[src/rtl/noc_switch_allocator.sv]
// Switch allocator for a 5-port mesh router: per-output round-robin arbitration,
// wormhole locking and downstream credit tracking.
module noc_switch_allocator #(
  parameter int BUF_DEPTH = 4,
  parameter int CW        = 3
) (
  input  logic        clk,
  input  logic        rst,
  input  logic [4:0]  req_valid,
  input  logic [14:0] req_dest,
  input  logic [4:0]  req_tail,
  input  logic [4:0]  credit_inc,
  output logic [4:0]  in_pop,
  output logic [4:0]  out_en,
  output logic [14:0] out_sel,
  output logic [4:0]  out_locked,
  output logic        credit_err
);

  localparam int NP = 5;

  typedef enum logic {IDLE, LOCKED} lock_state_t;

  lock_state_t   state_q [NP];
  lock_state_t   state_d [NP];
  logic [2:0]    ptr_q   [NP];
  logic [2:0]    ptr_d   [NP];
  logic [2:0]    own_q   [NP];
  logic [2:0]    own_d   [NP];
  logic [CW-1:0] cred_q  [NP];
  logic [CW-1:0] cred_d  [NP];
  logic          err_q;
  logic          err_d;

  logic [NP-1:0] req_mat [NP];
  logic [NP-1:0] gnt;
  logic [2:0]    src     [NP];

  function automatic logic [2:0] next_port(input logic [2:0] p);
    return (p == 3'd4) ? 3'd0 : p + 3'd1;
  endfunction

  // Out-of-range destinations and U-turns never match any output column.
  always_comb begin : request_matrix
    for (int o = 0; o < NP; o++) begin
      req_mat[o] = '0;
      for (int i = 0; i < NP; i++) begin
        req_mat[o][i] = req_valid[i] && (req_dest[3*i +: 3] == 3'(o)) && (i != o);
      end
    end
  end

  always_comb begin : arbitration
    logic [3:0] cand;
    cand = '0;
    for (int o = 0; o < NP; o++) begin
      gnt[o] = 1'b0;
      src[o] = 3'd0;
      if (!rst && cred_q[o] != '0) begin
        if (state_q[o] == LOCKED) begin
          if (req_mat[o][own_q[o]]) begin
            gnt[o] = 1'b1;
            src[o] = own_q[o];
          end
        end else begin
          for (int k = 0; k < NP; k++) begin
            cand = 4'(ptr_q[o]) + 4'(k);
            if (cand >= 4'd5) cand = cand - 4'd5;
            if (!gnt[o] && req_mat[o][cand[2:0]]) begin
              gnt[o] = 1'b1;
              src[o] = cand[2:0];
            end
          end
        end
      end
    end
  end

  always_comb begin : outputs
    in_pop     = '0;
    out_en     = gnt;
    out_sel    = '1;
    out_locked = '0;
    for (int o = 0; o < NP; o++) begin
      if (gnt[o]) begin
        in_pop[src[o]]    = 1'b1;
        out_sel[3*o +: 3] = src[o];
      end
      out_locked[o] = !rst && (state_q[o] == LOCKED);
    end
    credit_err = err_q && !rst;
  end

  // The pointer only moves when a packet completes, so a locked packet is never preempted.
  always_comb begin : next_state
    err_d = err_q;
    for (int o = 0; o < NP; o++) begin
      state_d[o] = state_q[o];
      ptr_d[o]   = ptr_q[o];
      own_d[o]   = own_q[o];
      cred_d[o]  = cred_q[o];
      if (gnt[o]) begin
        if (state_q[o] == IDLE) begin
          if (req_tail[src[o]]) begin
            ptr_d[o] = next_port(src[o]);
          end else begin
            state_d[o] = LOCKED;
            own_d[o]   = src[o];
          end
        end else if (req_tail[src[o]]) begin
          state_d[o] = IDLE;
          ptr_d[o]   = next_port(own_q[o]);
        end
      end
      if (gnt[o] && !credit_inc[o]) begin
        cred_d[o] = cred_q[o] - CW'(1);
      end else if (!gnt[o] && credit_inc[o]) begin
        if (cred_q[o] == CW'(BUF_DEPTH)) begin
          err_d = 1'b1;
        end else begin
          cred_d[o] = cred_q[o] + CW'(1);
        end
      end
    end
  end

  always_ff @(posedge clk) begin : state_register
    if (rst) begin
      err_q <= 1'b0;
      for (int o = 0; o < NP; o++) begin
        state_q[o] <= IDLE;
        ptr_q[o]   <= 3'd0;
        own_q[o]   <= 3'd0;
        cred_q[o]  <= CW'(BUF_DEPTH);
      end
    end else begin
      err_q <= err_d;
      for (int o = 0; o < NP; o++) begin
        state_q[o] <= state_d[o];
        ptr_q[o]   <= ptr_d[o];
        own_q[o]   <= own_d[o];
        cred_q[o]  <= cred_d[o];
      end
    end
  end

endmodule

[config.mk]
export PLATFORM = sky130hd
export DESIGN_NAME = noc_switch_allocator
export DESIGN_NICKNAME = d
export VERILOG_FILES = /design/src/rtl/noc_switch_allocator.sv
export SDC_FILE = /design/constraint.sdc
export NUM_CORES = 1
export LEC_CHECK = 0
export ABC_CLOCK_PERIOD_IN_PS = 7900
export CORE_MARGIN = 2
export CORE_UTILIZATION = 60
export DETAILED_ROUTE_END_ITERATION = 10
export GPL_TIMING_DRIVEN = 0
export PLACE_DENSITY = 0.77
export SLEW_MARGIN = 15
export SYNTH_ARGS = -nofsm -noshare
export SYNTH_HDL_FRONTEND = slang
export SYNTH_SLANG_ARGS = --single-unit
export TNS_END_PERCENT = 5
[constraint.sdc]
create_clock -name clk -period 7.9 [get_ports clk]
set_input_delay 1.185 -clock clk [delete_from_list [all_inputs] [get_ports clk]]
set_output_delay 1.185 -clock clk [all_outputs]
set_load 0.01 [all_outputs]
# Word-level counts from Yosys, hierarchy flattened
# Memory sizes are Yosys's and may differ from the RTL's.
# Index checks and enable logic that the tools add are counted.
# word_totals
regBits	1
ram_bits	50
input_bits	32
out_inout_bits	31
wordCells	689
n_memories	4
# classes
addsub	65
n_lt_le_gt_ge	65
n_eq_ne	31
n_mux	393
bitwise	24
n_reduce_logical	106
# memory_table
memory	depth	width	rd	rd_ports_with_merged_regs	write_ports	line_no	source
cred_q	5	3	5	0	5	30	logic [CW-1:0] cred_q [NP];
own_q	5	3	5	0	5	28	logic [2:0] own_q [NP];
ptr_q	5	3	5	0	5	26	logic [2:0] ptr_q [NP];
state_q	5	1	5	0	5	24	lock_state_t state_q [NP];
# op_table
operator	n
$mux W3	195
$mux W1	153
$lt A3 B4 Y1 const B	35
$bmux W1 S3	35
$ge A4 B3 Y1 const B	20
$sub A3 B3 Y3 const B	25
$logic_and A1 B1 Y1	66
$eq A3 B3 Y1 const B	19
$add A3 B1 Y3 const B	15
$add A3 B2 Y4 const B	10
$logic_not A1 Y1	31
$mux W5	5
$eq A3 B2 Y1 const B	8
$add A3 B1 Y4 const B	5
$add A3 B3 Y4 const B	5
$or A1 B1 Y1	20
$or A5 B5 Y5	4
$demux W1 S3	5
$ge A3 B1 Y1 const B	5
$ge A3 B3 Y1 const B	5
$reduce_bool A3 Y1	5
$sub A3 B1 Y3 const B	5
$eq A3 B1 Y1 const B	4
$logic_not A3 Y1	4

# Depth between registers and ports, before layout
# Gate-level depths: netlist of run 1.
# An unclocked memory read counts as a cell.
# depth
depth_word	46
ltp_mapped	20
mapped_depth_nobuf	19

# Worst setup path after synthesis of run 1
# Ideal clock, no wire load.
# synth_timing
kind	input-to-output
from	in req_dest[5]
to	out in_pop[0]
arrival_ns	3.838
slack_ns	2.877
stages	11
path_buffers	0
cell_sequence	and4bb_2 nor2_1 mux4_2 a311o_1 o22ai_1 nor2_1 a2111o_1 and3_1 nand2b_1 o32a_1 o221ai_1
# synth_via
elab_chain_cells	40
word_cells_on_any_way	213
# synth_rtl
element	line_no	source
from (decl)	10	input logic [14:0] req_dest,
$logic_not A3 Y1	48	req_mat[o][i] = req_valid[i] && (req_dest[3*i +: 3] == 3'(o)) && (i != o);
$logic_and A1 B1 Y1	48	
$bmux W1 S3	69	if (!gnt[o] && req_mat[o][cand[2:0]]) begin
$mux W1 (not written as such)	69	
$mux W1	69	
$mux W1	60	if (state_q[o] == LOCKED) begin
$mux W1	59	if (!rst && cred_q[o] != '0) begin
$logic_not A1 Y1	69	
[... 24 more ...]	-	
$or A5 B5 Y5 (no source line)	-	
$mux W5	85	if (gnt[o]) begin
$or A5 B5 Y5 (no source line)	-	
$mux W5	85	
$or A5 B5 Y5 (no source line)	-	
$mux W5	85	
$or A5 B5 Y5 (no source line)	-	
$mux W5 *	85	
to (decl)	13	output logic [4:0] in_pop,
# Mark *: on every way between the ends. The rest lies on a longest branch, timed or not. The select of a mux whose other input is x is not followed.

# Worst setup path in the final report of run 1
# layout_timing
from	in req_dest[9]
to	out in_pop[2]
# The elaborated chain is that of the path after synthesis.

==> out/qor.csv, run 1 <==
stage,metric,value,unit
routing,DRC Markers,0,
global_routing,first-pass GRT wire length,43.02,mm
pwr,P_int,1.813,mW
critical_path,critical path type,primary input to output pin,
critical_path,Crit. End Element,output pin,
cts,Clock transition at path regs,0.07,ns
critical_path,CP Cell Sequence,"clkdlybuf4s50_1, nor4bb_1, a31oi_1, a311o_1, a21boi_0, inv_1, a41oi_1, nand2_1, o221ai_1, a21o_1, clkdlybuf4s50_1",
logic_synthesis,synth unique cells,99,
cts,CTS-repair resized insts,0,
die,initial core utilization,61.42,%
cts,CTS buffer count,5,
pwr,VDD IR-drop max,0.2726,mV
global_routing,routing usage on met3,2.889,%
global_routing,Tot GR Track Use,32.26,%
global_routing,initial antenna violation count,0,
logic_synthesis,top cells by area in the synthesized netlist,"dfxtp_1 11%, ha_1 9.8%, mux2i_1 4.9%, nand2_1 4.4%, nor2_1 4.2%",
critical_path,Startpoint Class,primary input,
critical_path,Slowest cell on crit path,nor4bb_1,
pwr,Sw Share,54.42,%
pwr,Flop pwr share,11.1,%
die,row count,44,
critical_path,Critical Path RT,6.71,ns
global_routing,Top Usage Layer GRT,met2,
logic_synthesis,cell taking the most area after synthesis,dfxtp_1,
pwr,Switch Pwr,2.164,mW
routing,DRT antenna net count,0,
logic_synthesis,Post-Syn Area,0.008926,mm²
pwr,Overall Power,3.976,mW
final_layout,n_diodes,0,
sta,max-slew violations,0,
routing,Total Wirelength,26.55,mm
final_layout,proportion of layout cells with a drive suffix above 1,6.641,%
critical_path,buffer and inverter count on the worst path,3,
placement,Post-DP HPWL,20.74,mm
sta,final hold violations,0,
sta,clock skew,0.006162,ns
logic_synthesis,syn nets,1321,
placement,PortBufs,62,
cts,CTS Hold Buffers Added,0,
logic_synthesis,Yosys warnings,0,
cts,CTS Root Buffer Type,clkbuf_16,
global_routing,met2 capacity usage during global routing,52.06,%
sta,Final Setup Violations,0,
logic_synthesis,"Primary FF master, synth",dfxtp_1,
flow_run,number of max-cap violations,0,
routing,Avg WL per Cell,18.14,µm
logic_synthesis,post-synth top area share,11.44,%
logic_synthesis,ys async rst share,0,%
pwr,combinational fraction of design power,83.3,%
sta,Least-Margin Pin Slew,1.057,ns
critical_path,crit-path leading delay family,compound AO/OA/AOI/OAI gates,
die,die area,0.01587,mm²
global_routing,grt ovf,0,
cts,maximum clock path buffer count,2,
logic_synthesis,cells after synthesis,1209,
hold_path,Hold WC Path Type,flip-flop to flip-flop,
sta,fin crit share,88.86,%
routing,DRT iter0 DRCs,920,
global_routing,grt met1 use,46.13,%
cts,clock sink count,51,
final_layout,area grow syn2layout,11.35,%
global_routing,vias in the first global route,8545,
die,Vert. Die Dim,126.0,µm
die,IO Count,63,
logic_synthesis,sequential fraction of the synthesis area,11.44,%
sta,RSZ-0062 raised after global routing,false,
global_routing,largest net degree at the start of global routing,17,
sta,max-slew headroom at the worst pin,28.56,%
logic_synthesis,synthesized flop and latch total,51,
cts,CTS tree,yes,
pwr,P per Cell Area,400.1,mW/mm²
logic_synthesis,"EDFF count, synth",0,
critical_path,Most Frequent Cell on Critical Path,clkdlybuf4s50_1,
critical_path,Worst Path Arrival,5.83,ns
cts,postcts setup bufs,0,
critical_path,CP max FO,8,
routing,1st-pass router iterations,6,
critical_path,CP max stage delay,0.88,ns
die,die width,126.0,µm
die,core area,0.01453,mm²
final_layout,# nets final,1391,
run_status,status,completed,
cts,H-tree depth,2,
sta,setup TNS,0,ns
routing,via count,9817,
placement,GPL Wtd Cong,0.9258,
pwr,Clock Power Share,5.6,%
cts,clk_lat worst skew,0.30,ns
logic_synthesis,mean post-synth cell area,7.383,µm²
sta,min cycle time layout,7.020,ns
pwr,P_leak,3.932,nW
sta,fmax,142.5,MHz
routing,vias per cell,6.706,
routing by layer:
| layer | wire, µm | up-vias | part of all wire, % |
|---|---|---|---|
| li1 | - | 4730 | - |
| met4 | 737 | 0 | 2.8 |
| met5 | 0 | - | 0 |
| met2 | 11860 | 402 | 45 |
| met3 | 1682 | 52 | 6.3 |
| met1 | 12270 | 4633 | 46 |
cells in the final DEF (no fill, tap or decap), types with 12 or more instances in the layout:
cell type | Yosys | final
o31ai_1 | 17 | 17
clkdlybuf4s50_1 | 0 | 62
nor3_1 | 44 | 44
xnor2_1 | 18 | 18
nand2_1 | 105 | 105
or3_1 | 12 | 12
ha_1 | 70 | 70
dfxtp_1 | 51 | 51
nor2b_1 | 17 | 17
inv_1 | 87 | 87
nand3_1 | 28 | 28
nand2b_1 | 24 | 24
mux2i_1 | 44 | 44
nor2_1 | 100 | 100
clkbuf_1 | 31 | 32
a21o_1 | 17 | 17
a211oi_1 | 26 | 26
o21ai_0 | 57 | 57
a21oi_1 | 68 | 68
o21a_1 | 12 | 12
and2_1 | 19 | 19
and3_1 | 12 | 12
o211ai_1 | 18 | 18
final cells by class:
class,count,area (µm²)
clock buffer,6,128.9
sequential,51,1021
clock inverter,2,16.27
multi-input combinational,1016,7362
tap,184,230.2
buffer,47,198.9
inverter,95,356.6
fill,1310,4594
timing repair buffer,63,625.6
path summary, 6_finish.rpt:
check	startpoint	endpoint	slack [ns]	depth (start not counted)
worst max-delay path	req_dest[9]	in_pop[2]	0.88	11
worst min-delay path	own_q[0][3]$_SDFFE_PP0P_	own_q[0][3]$_SDFFE_PP0P_	0.51	2
worst max register to register	ptr_q[0][1]$_SDFFE_PP0P_	own_q[0][0]$_SDFFE_PP0P_	2.39	14
worst min register to register	own_q[0][3]$_SDFFE_PP0P_	own_q[0][3]$_SDFFE_PP0P_	0.51	2
tightest hold or removal path: cells and delay by family (launching register included):
family / cells / cell delay [ns]
flops: 1 / 0.34
mux: 1 / 0.05
simple gates: 1 / 0.06
cells by family (layout without fill, tap and decap cells):
family	Yosys count	count (layout)	synth area share [%]
buffers and inverters	142	213	6.224
xor gates and xnor gates	25	25	2.453
and+or+nand+nor	452	452	27.17
DFF	51	51	11.44
AOI/OAI and AO/OA	400	400	33.50
adders and majority gates	80	80	12.05
muxes	59	59	7.163
flip-flops by register name (all words and copies together) (netlist names):
| signal | flops |
|---|---|
| cred_q | 15 |
| own_q | 15 |
| ptr_q | 15 |
| state_q | 5 |
| err_q | 1 |
metrics by stage:
step / worst slack (ns) / util (%) / cells / hold WS (ns) / area (µm²)
final: 0.8802 / 68.39 / 1464 / 0.5051 / 9940
after CTS: 1.001 / 68.39 / 1464 / 0.5064 / 9940
after global routing: 0.6876 / 68.39 / 1464 / 0.5402 / 9940
after floorplan: 2.877 / - / 1209 / 0.4644 / 8926
after global placement: 1.029 / 67.27 / 1455 / 0.4826 / 9777
after detailed placement: 1.004 / 67.39 / 1456 / 0.4944 / 9794
synth_stat cells (all sizes together) (28+ instances only):
cell    instances
ha             70
a21oi          70
nor2          100
inv            94
nand3          29
mux2i          44
a211oi         28
nand2         105
clkbuf         31
o21ai          65
dfxtp          51
nor3           44
power groups by stage:
| stage | Clock (mW) | Sequential, mW | Combinational, mW |
|---|---|---|---|
| 6_report | 0.223 | 0.440 | 3.31 |
| 5_1_grt | 0.235 | 0.452 | 3.63 |
| 4_1_cts | 0.224 | 0.437 | 3.25 |
| 3_5_place_dp | 0 | 0.441 | 3.23 |
| 3_3_place_gp | 0 | 0.441 | 3.18 |
| 2_1_floorplan | 0 | 0.409 | 2.40 |
No activity file was read; power rests on OpenSTA's default activity.
==> run 2, diff against run 1 <==
--- a/config.mk
+++ b/config.mk
@@ -7,12 +7,12 @@
 export LEC_CHECK = 0
 export ABC_CLOCK_PERIOD_IN_PS = 7900
 export CORE_MARGIN = 2
-export CORE_UTILIZATION = 60
+export CORE_UTILIZATION = 45
 export DETAILED_ROUTE_END_ITERATION = 10
 export GPL_TIMING_DRIVEN = 0
-export PLACE_DENSITY = 0.77
+export PLACE_DENSITY = 0.6
 export SLEW_MARGIN = 15
 export SYNTH_ARGS = -nofsm -noshare
 export SYNTH_HDL_FRONTEND = slang
 export SYNTH_SLANG_ARGS = --single-unit
-export TNS_END_PERCENT = 5
+export TNS_END_PERCENT = 1
==> out/qor.csv, run 2 (same netlist as run 1, synthesis figures left out) <==
stage,metric,value,unit,change
run_status,status,completed,,
die,die width,144.8,µm,+15%
die,IO Count,63,,unchanged
hold_path,worst hold stages,2,,unchanged
sta,max-slew headroom at the worst pin,28.94,%,+0.38 points
critical_path,register-to-register setup slack,2.45,ns,+0.06 ns
placement,post-placement cell count,1537,,+5.6%
hold_path,Hold WC Path Type,flip-flop to flip-flop,,
critical_path,Critical Path RT,6.71,ns,about the same
critical_path,Worst Path Arrival,5.79,ns,-0.04 ns
final_layout,# nets final,1391,,unchanged
cts,CTS Hold Buffers Added,0,,unchanged
routing,via count,9507,,-3.2%
critical_path,Worst R2R Path Depth,18,,+4
cts,CTS-repair resized insts,0,,unchanged
critical_path,Levels on crit path,11,,unchanged
global_routing,initial antenna violation count,0,,unchanged
sta,fin crit share,88.35,%,-0.51 points
final_layout,proportion of layout cells with a drive suffix above 1,6.719,%,+0.078 points
final_layout,"commonest non-fill, non-tap cell in the layout",nand2_1,,
final_layout,n_diodes,0,,unchanged
placement,GPL Wtd Cong,0.9159,,-1.1%
sta,setup TNS,0,ns,unchanged
routing,DRT antenna net count,0,,unchanged
critical_path,CP max stage delay,0.93,ns,+0.05 ns
cts,postcts setup bufs,0,,unchanged
final_layout,area grow syn2layout,12.55,%,
placement,Post-DP HPWL,22.41,mm,+8.1%
die,initial core utilization,45.86,%,-16 points
cts,clock sink count,51,,unchanged
die,row count,51,,+16%
sta,RSZ-0062 raised after global routing,false,,
pwr,P_leak,3.931,nW,about the same
final_layout,"Core Util, Final",51.62,%,-17 points
global_routing,largest net degree at the start of global routing,16,,-1
final_layout,Finished Layout Cells,1545,,+5.5%
sta,clock skew,0.01019,ns,+0.004030 ns
global_routing,Tot GR Track Use,26.60,%,-5.7 points
routing,1st-pass router iterations,5,,-1
flow_run,number of max-cap violations,0,,unchanged
critical_path,CP max FO,8,,unchanged
cts,CTS Root Buffer Type,clkbuf_16,,
pwr,P per Cell Area,397.2,mW/mm²,-0.71%
cts,clk_lat worst skew,0.31,ns,about the same
routing,DRT iter0 DRCs,691,,-25%
global_routing,grt ovf,0,,unchanged
routing,Total Wirelength,28.18,mm,+6.1%
sta,Final Setup Violations,0,,unchanged
cts,Clock transition at path regs,0.07,ns,about the same
sta,fmax,143.3,MHz,+0.58%
cts,CTS tree,yes,,
global_routing,first-pass GRT wire length,44.73,mm,+4.0%
critical_path,Crit. End Element,output pin,,
final_layout,"commonest non-fill, non-tap cells in the layout","105 x nand2_1, 100 x nor2_1, 87 x inv_1",,
sta,min cycle time layout,6.979,ns,-0.04035 ns
sta,max-slew violations,0,,unchanged
sta,final hold violations,0,,unchanged
sta,Least-Margin Pin Slew,1.052,ns,-0.005574 ns
die,die area,0.02098,mm²,+32%
critical_path,Slowest cell on crit path,nor4bb_1,,
routing,DRC Markers,0,,unchanged
routing,vias per cell,6.153,,-8.2%
die,Vert. Die Dim,144.8,µm,+15%
critical_path,Startpoint Class,primary input,,
critical_path,critical path type,primary input to output pin,,
routing,Avg WL per Cell,18.24,µm,+0.58%
critical_path,Most Frequent Cell on Critical Path,clkdlybuf4s50_1,,
global_routing,vias in the first global route,8547,,+0.023%
die,core area,0.01946,mm²,+34%
critical_path,buffer and inverter count on the worst path,3,,unchanged
final_layout,Regs by FF count,"cred_q x15, own_q x15, ptr_q x15",,
critical_path,crit-path leading delay family,compound AO/OA/AOI/OAI gates,,
cts,CTS buffer count,5,,unchanged
placement,PortBufs,62,,unchanged
cts,H-tree depth,2,,unchanged
pwr,VDD IR-drop max,0.1807,mV,-34%
sta,hold_ws,0.5064,ns,+0.001376 ns
cts,maximum clock path buffer count,2,,unchanged
critical_path,CP Cell Sequence,"clkdlybuf4s50_1, nor4bb_1, a31oi_1, a311o_1, a21boi_0, inv_1, a41oi_1, nand2_1, o221ai_1, a21o_1, clkdlybuf4s50_1",,
run 2: cell types whose count changed in the layout (fill, tap and decap cells not counted), sizes merged:
cell,delta
clkinv,+1
inv,-1
run 2: area by class of cell:
type                       instances  area (µm²)
fill                            1910        9417
buffer                            47       198.9
clock buffer                       6       128.9
multi-input combinational       1016        7368
timing repair buffer              63       628.1
tap                              265       331.6
inverter                          95       356.6
sequential                        51        1021
clock inverter                     2       12.51
run 2: power breakdown:
group | total [mW] | switching, mW | leakage, nW | internal (mW)
Clock | 0.225 | 0.108 | 0.0669 | 0.117
Combinational | 3.32 | 1.96 | 3.45 | 1.37
Sequential | 0.441 | 0.115 | 0.414 | 0.326
Total | 3.99 | 2.18 | 3.93 | 1.81
run 2: worst register-to-register path: cells and delay by family (launching register included):
| kind | cells | cell delay [ns] |
|---|---|---|
| compound gates | 7 | 2.30 |
| mux | 2 | 0.50 |
| buf+inv | 4 | 1.01 |
| fa+ha+maj | 2 | 0.55 |
| flops | 1 | 0.52 |
| simple gates | 3 | 0.47 |
run 2: metal layers:
| metal | vias up | global-route usage (%) | part of all wire, % | routed length (µm) |
|---|---|---|---|---|
| li1 | 4721 | - | - | - |
| met4 | 0 | 8.329 | 2.8 | 779 |
| met2 | 284 | 41.76 | 43 | 12220 |
| met3 | 33 | 3.027 | 5.8 | 1627 |
| met5 | - | 0 | 0 | 0 |
| met1 | 4469 | 38.01 | 48 | 13550 |
run 2: through the flow:
stage / area (µm²) / worst slack [ns] / total power [mW]
6_report: 10050 / 0.9205 / 3.990
5_1_grt: 10050 / 0.6778 / 4.364
4_1_cts: 10040 / 0.8908 / 3.955
3_5_place_dp: 9898 / 0.9134 / 3.714
3_3_place_gp: 9878 / 0.7961 / 3.690
2_1_floorplan: 8926 / 2.877 / 2.807
run 2: final timing paths:
path / end / from
worst max-delay path: in_pop[2] / req_dest[9]
worst min-delay path: own_q[0][1]$_SDFFE_PP0P_ / own_q[0][1]$_SDFFE_PP0P_
worst max register to register: own_q[0][6]$_SDFFE_PP0P_ / ptr_q[0][6]$_SDFFE_PP0P_
worst min register to register: own_q[0][1]$_SDFFE_PP0P_ / own_q[0][1]$_SDFFE_PP0P_
==> run 3, diff against run 2 <==
--- a/config.mk
+++ b/config.mk
@@ -11,6 +11,7 @@
 export DETAILED_ROUTE_END_ITERATION = 10
 export GPL_TIMING_DRIVEN = 0
 export PLACE_DENSITY = 0.6
+export RECOVER_POWER = 100
 export SLEW_MARGIN = 15
 export SYNTH_ARGS = -nofsm -noshare
 export SYNTH_HDL_FRONTEND = slang
==> out/qor.csv, run 3 (same netlist as run 1, synthesis figures left out) <==
stage,metric,value,unit,change
final_layout,n_diodes,0,,unchanged
cts,CTS Root Buffer Type,clkbuf_16,,
routing,DRT iter0 DRCs,659,,-4.6%
sta,final hold violations,0,,unchanged
placement,GPL Wtd Cong,0.9159,,unchanged
sta,setup TNS,0,ns,unchanged
global_routing,vias in the first global route,8547,,unchanged
placement,Post-DP HPWL,22.41,mm,unchanged
critical_path,Worst Path Arrival,5.93,ns,+0.14 ns
sta,fmax,140.6,MHz,-1.9%
run_status,status,completed,,
die,IO Count,63,,unchanged
pwr,P_leak,3.928,nW,about the same
routing,Total Wirelength,28.28,mm,+0.34%
die,core area,0.01946,mm²,unchanged
cts,H-tree depth,2,,unchanged
critical_path,crit path from,req_dest[9],,
routing,via count,9464,,-0.45%
sta,clock skew,0.01094,ns,+0.0007460 ns
placement,PortBufs,62,,unchanged
flow_run,number of max-cap violations,0,,unchanged
final_layout,"commonest non-fill, non-tap cell in the layout",nand2_1,,
pwr,P per Cell Area,392.5,mW/mm²,-1.2%
critical_path,CP max FO,8,,unchanged
routing,1st-pass router iterations,5,,unchanged
sta,Final Setup Violations,0,,unchanged
final_layout,proportion of layout cells with a drive suffix above 1,5.938,%,-0.78 points
die,initial core utilization,45.86,%,unchanged
cts,CTS Hold Buffers Added,0,,unchanged
routing,DRT antenna net count,0,,unchanged
sta,Least-Margin Pin Slew,1.099,ns,+0.04777 ns
critical_path,critical path type,primary input to output pin,,
sta,max-slew headroom at the worst pin,25.71,%,-3.2 points
final_layout,"commonest non-fill, non-tap cells in the layout","105 x nand2_1, 100 x nor2_1, 90 x inv_1",,
cts,maximum clock path buffer count,2,,unchanged
final_layout,area grow syn2layout,12.15,%,
global_routing,initial antenna violation count,0,,unchanged
critical_path,Critical Path RT,6.71,ns,about the same
sta,fin crit share,90.05,%,+1.7 points
critical_path,Startpoint Class,primary input,,
final_layout,filler instances,1914,,+0.21%
final_layout,Regs by FF count,"cred_q x15, own_q x15, ptr_q x15",,
critical_path,Crit. End Element,output pin,,
cts,Clock transition at path regs,0.07,ns,about the same
sta,max-slew violations,0,,unchanged
sta,RSZ-0062 raised after global routing,false,,
routing,Avg WL per Cell,18.30,µm,+0.34%
die,Vert. Die Dim,144.8,µm,unchanged
routing,DRC Markers,0,,unchanged
cts,CTS buffer count,5,,unchanged
routing,vias per cell,6.126,,-0.45%
global_routing,grt ovf,0,,unchanged
die,die area,0.02098,mm²,unchanged
die,row count,51,,unchanged
cts,CTS-repair resized insts,0,,unchanged
cts,CTS tree,yes,,
cts,postcts setup bufs,0,,unchanged
cts,clock sink count,51,,unchanged
global_routing,Tot GR Track Use,26.60,%,unchanged
critical_path,Critical R2R Launch,ptr_q[0][6]$_SDFFE_PP0P_,,
die,die width,144.8,µm,unchanged
cts,clk_lat worst skew,0.31,ns,about the same
hold_path,min-delay src,own_q[0][1]$_SDFFE_PP0P_,,
global_routing,largest net degree at the start of global routing,16,,unchanged
global_routing,first-pass GRT wire length,44.73,mm,unchanged
pwr,VDD IR-drop max,0.1805,mV,-0.13%
hold_path,Hold WC Path Type,flip-flop to flip-flop,,
final_layout,"Core Util, Final",51.44,%,-0.18 points
final_layout,# nets final,1391,,unchanged
sta,min cycle time layout,7.114,ns,+0.1348 ns
==> run 3: cell types whose count changed in the layout (fill, tap and decap cells not counted), moves of 4 or more <==
cell | previous run | this run
and2_0 | 0 | 4
inv_2 | 7 | 3
clkdlybuf4s50_1 | 62 | 33
and2_1 | 19 | 15
dlygate4sd3_1 | 0 | 29
==> run 3: path summary, 6_finish.rpt <==
check / end / slack (ns) / cells past startpoint
min: own_q[0][1]$_SDFFE_PP0P_ / 0.51 / 2
max: in_pop[2] / 0.79 / 11
max reg2reg: own_q[0][6]$_SDFFE_PP0P_ / 2.00 / 18
min reg2reg: own_q[0][1]$_SDFFE_PP0P_ / 0.51 / 2
==> run 3: through the flow <==
| stage | hold slack [ns] | power (mW) | worst slack [ns] | cells | area [µm²] |
|---|---|---|---|---|---|
| after floorplan | 0.4644 | 2.807 | 2.877 | 1209 | 8926 |
| after global placement | 0.4834 | 3.690 | 0.7961 | 1536 | 9878 |
| after detailed placement | 0.4926 | 3.714 | 0.9134 | 1537 | 9898 |
| after CTS | 0.5019 | 3.955 | 0.8908 | 1545 | 10040 |
| after global routing | 0.5267 | 4.297 | 0.5730 | 1545 | 10010 |
| final | 0.5054 | 3.929 | 0.7857 | 1545 | 10010 |
==> run 3: layout make-up <==
| type | count | area, µm² | share of cell area (%) |
|---|---|---|---|
| timing repair buffer | 63 | 628.1 | 6.274 |
| inverter | 95 | 356.6 | 3.562 |
| tap | 265 | 331.6 | 3.312 |
| clock buffer | 6 | 128.9 | 1.287 |
| clock inverter | 2 | 12.51 | 0.1250 |
| multi-input combinational | 1016 | 7333 | 73.25 |
| buffer | 47 | 198.9 | 1.987 |
| sequential | 51 | 1021 | 10.20 |
==> run 3: where the power goes <==
part / switching, mW / total [mW] / internal (mW)
Clock: 0.108 / 0.225 / 0.118
Sequential: 0.115 / 0.442 / 0.326
Combinational: 1.95 / 3.26 / 1.31
Total: 2.17 / 3.93 / 1.76
==> run 3: routing by layer <==
metal  GRT usage (%)  vias to the layer above  part of all wire, %
li1                -                     4729                    -
met1           38.01                     4410                   48
met2           41.76                      289                   43
met3           3.027                       36                  6.3
met4           8.329                        0                  2.8
met5               0                        -                    0
==> run 3: critical path: stages <==
cell           delay, ns
dlygate4sd3_1       0.66
nor4bb_1            0.97
a31oi_1             0.18
a311o_1             0.39
a21boi_0            0.38
inv_1               0.12
a41oi_1             0.69
nand2_1             0.24
o221ai_1            0.32
a21o_1              0.17
dlygate4sd3_1       0.61
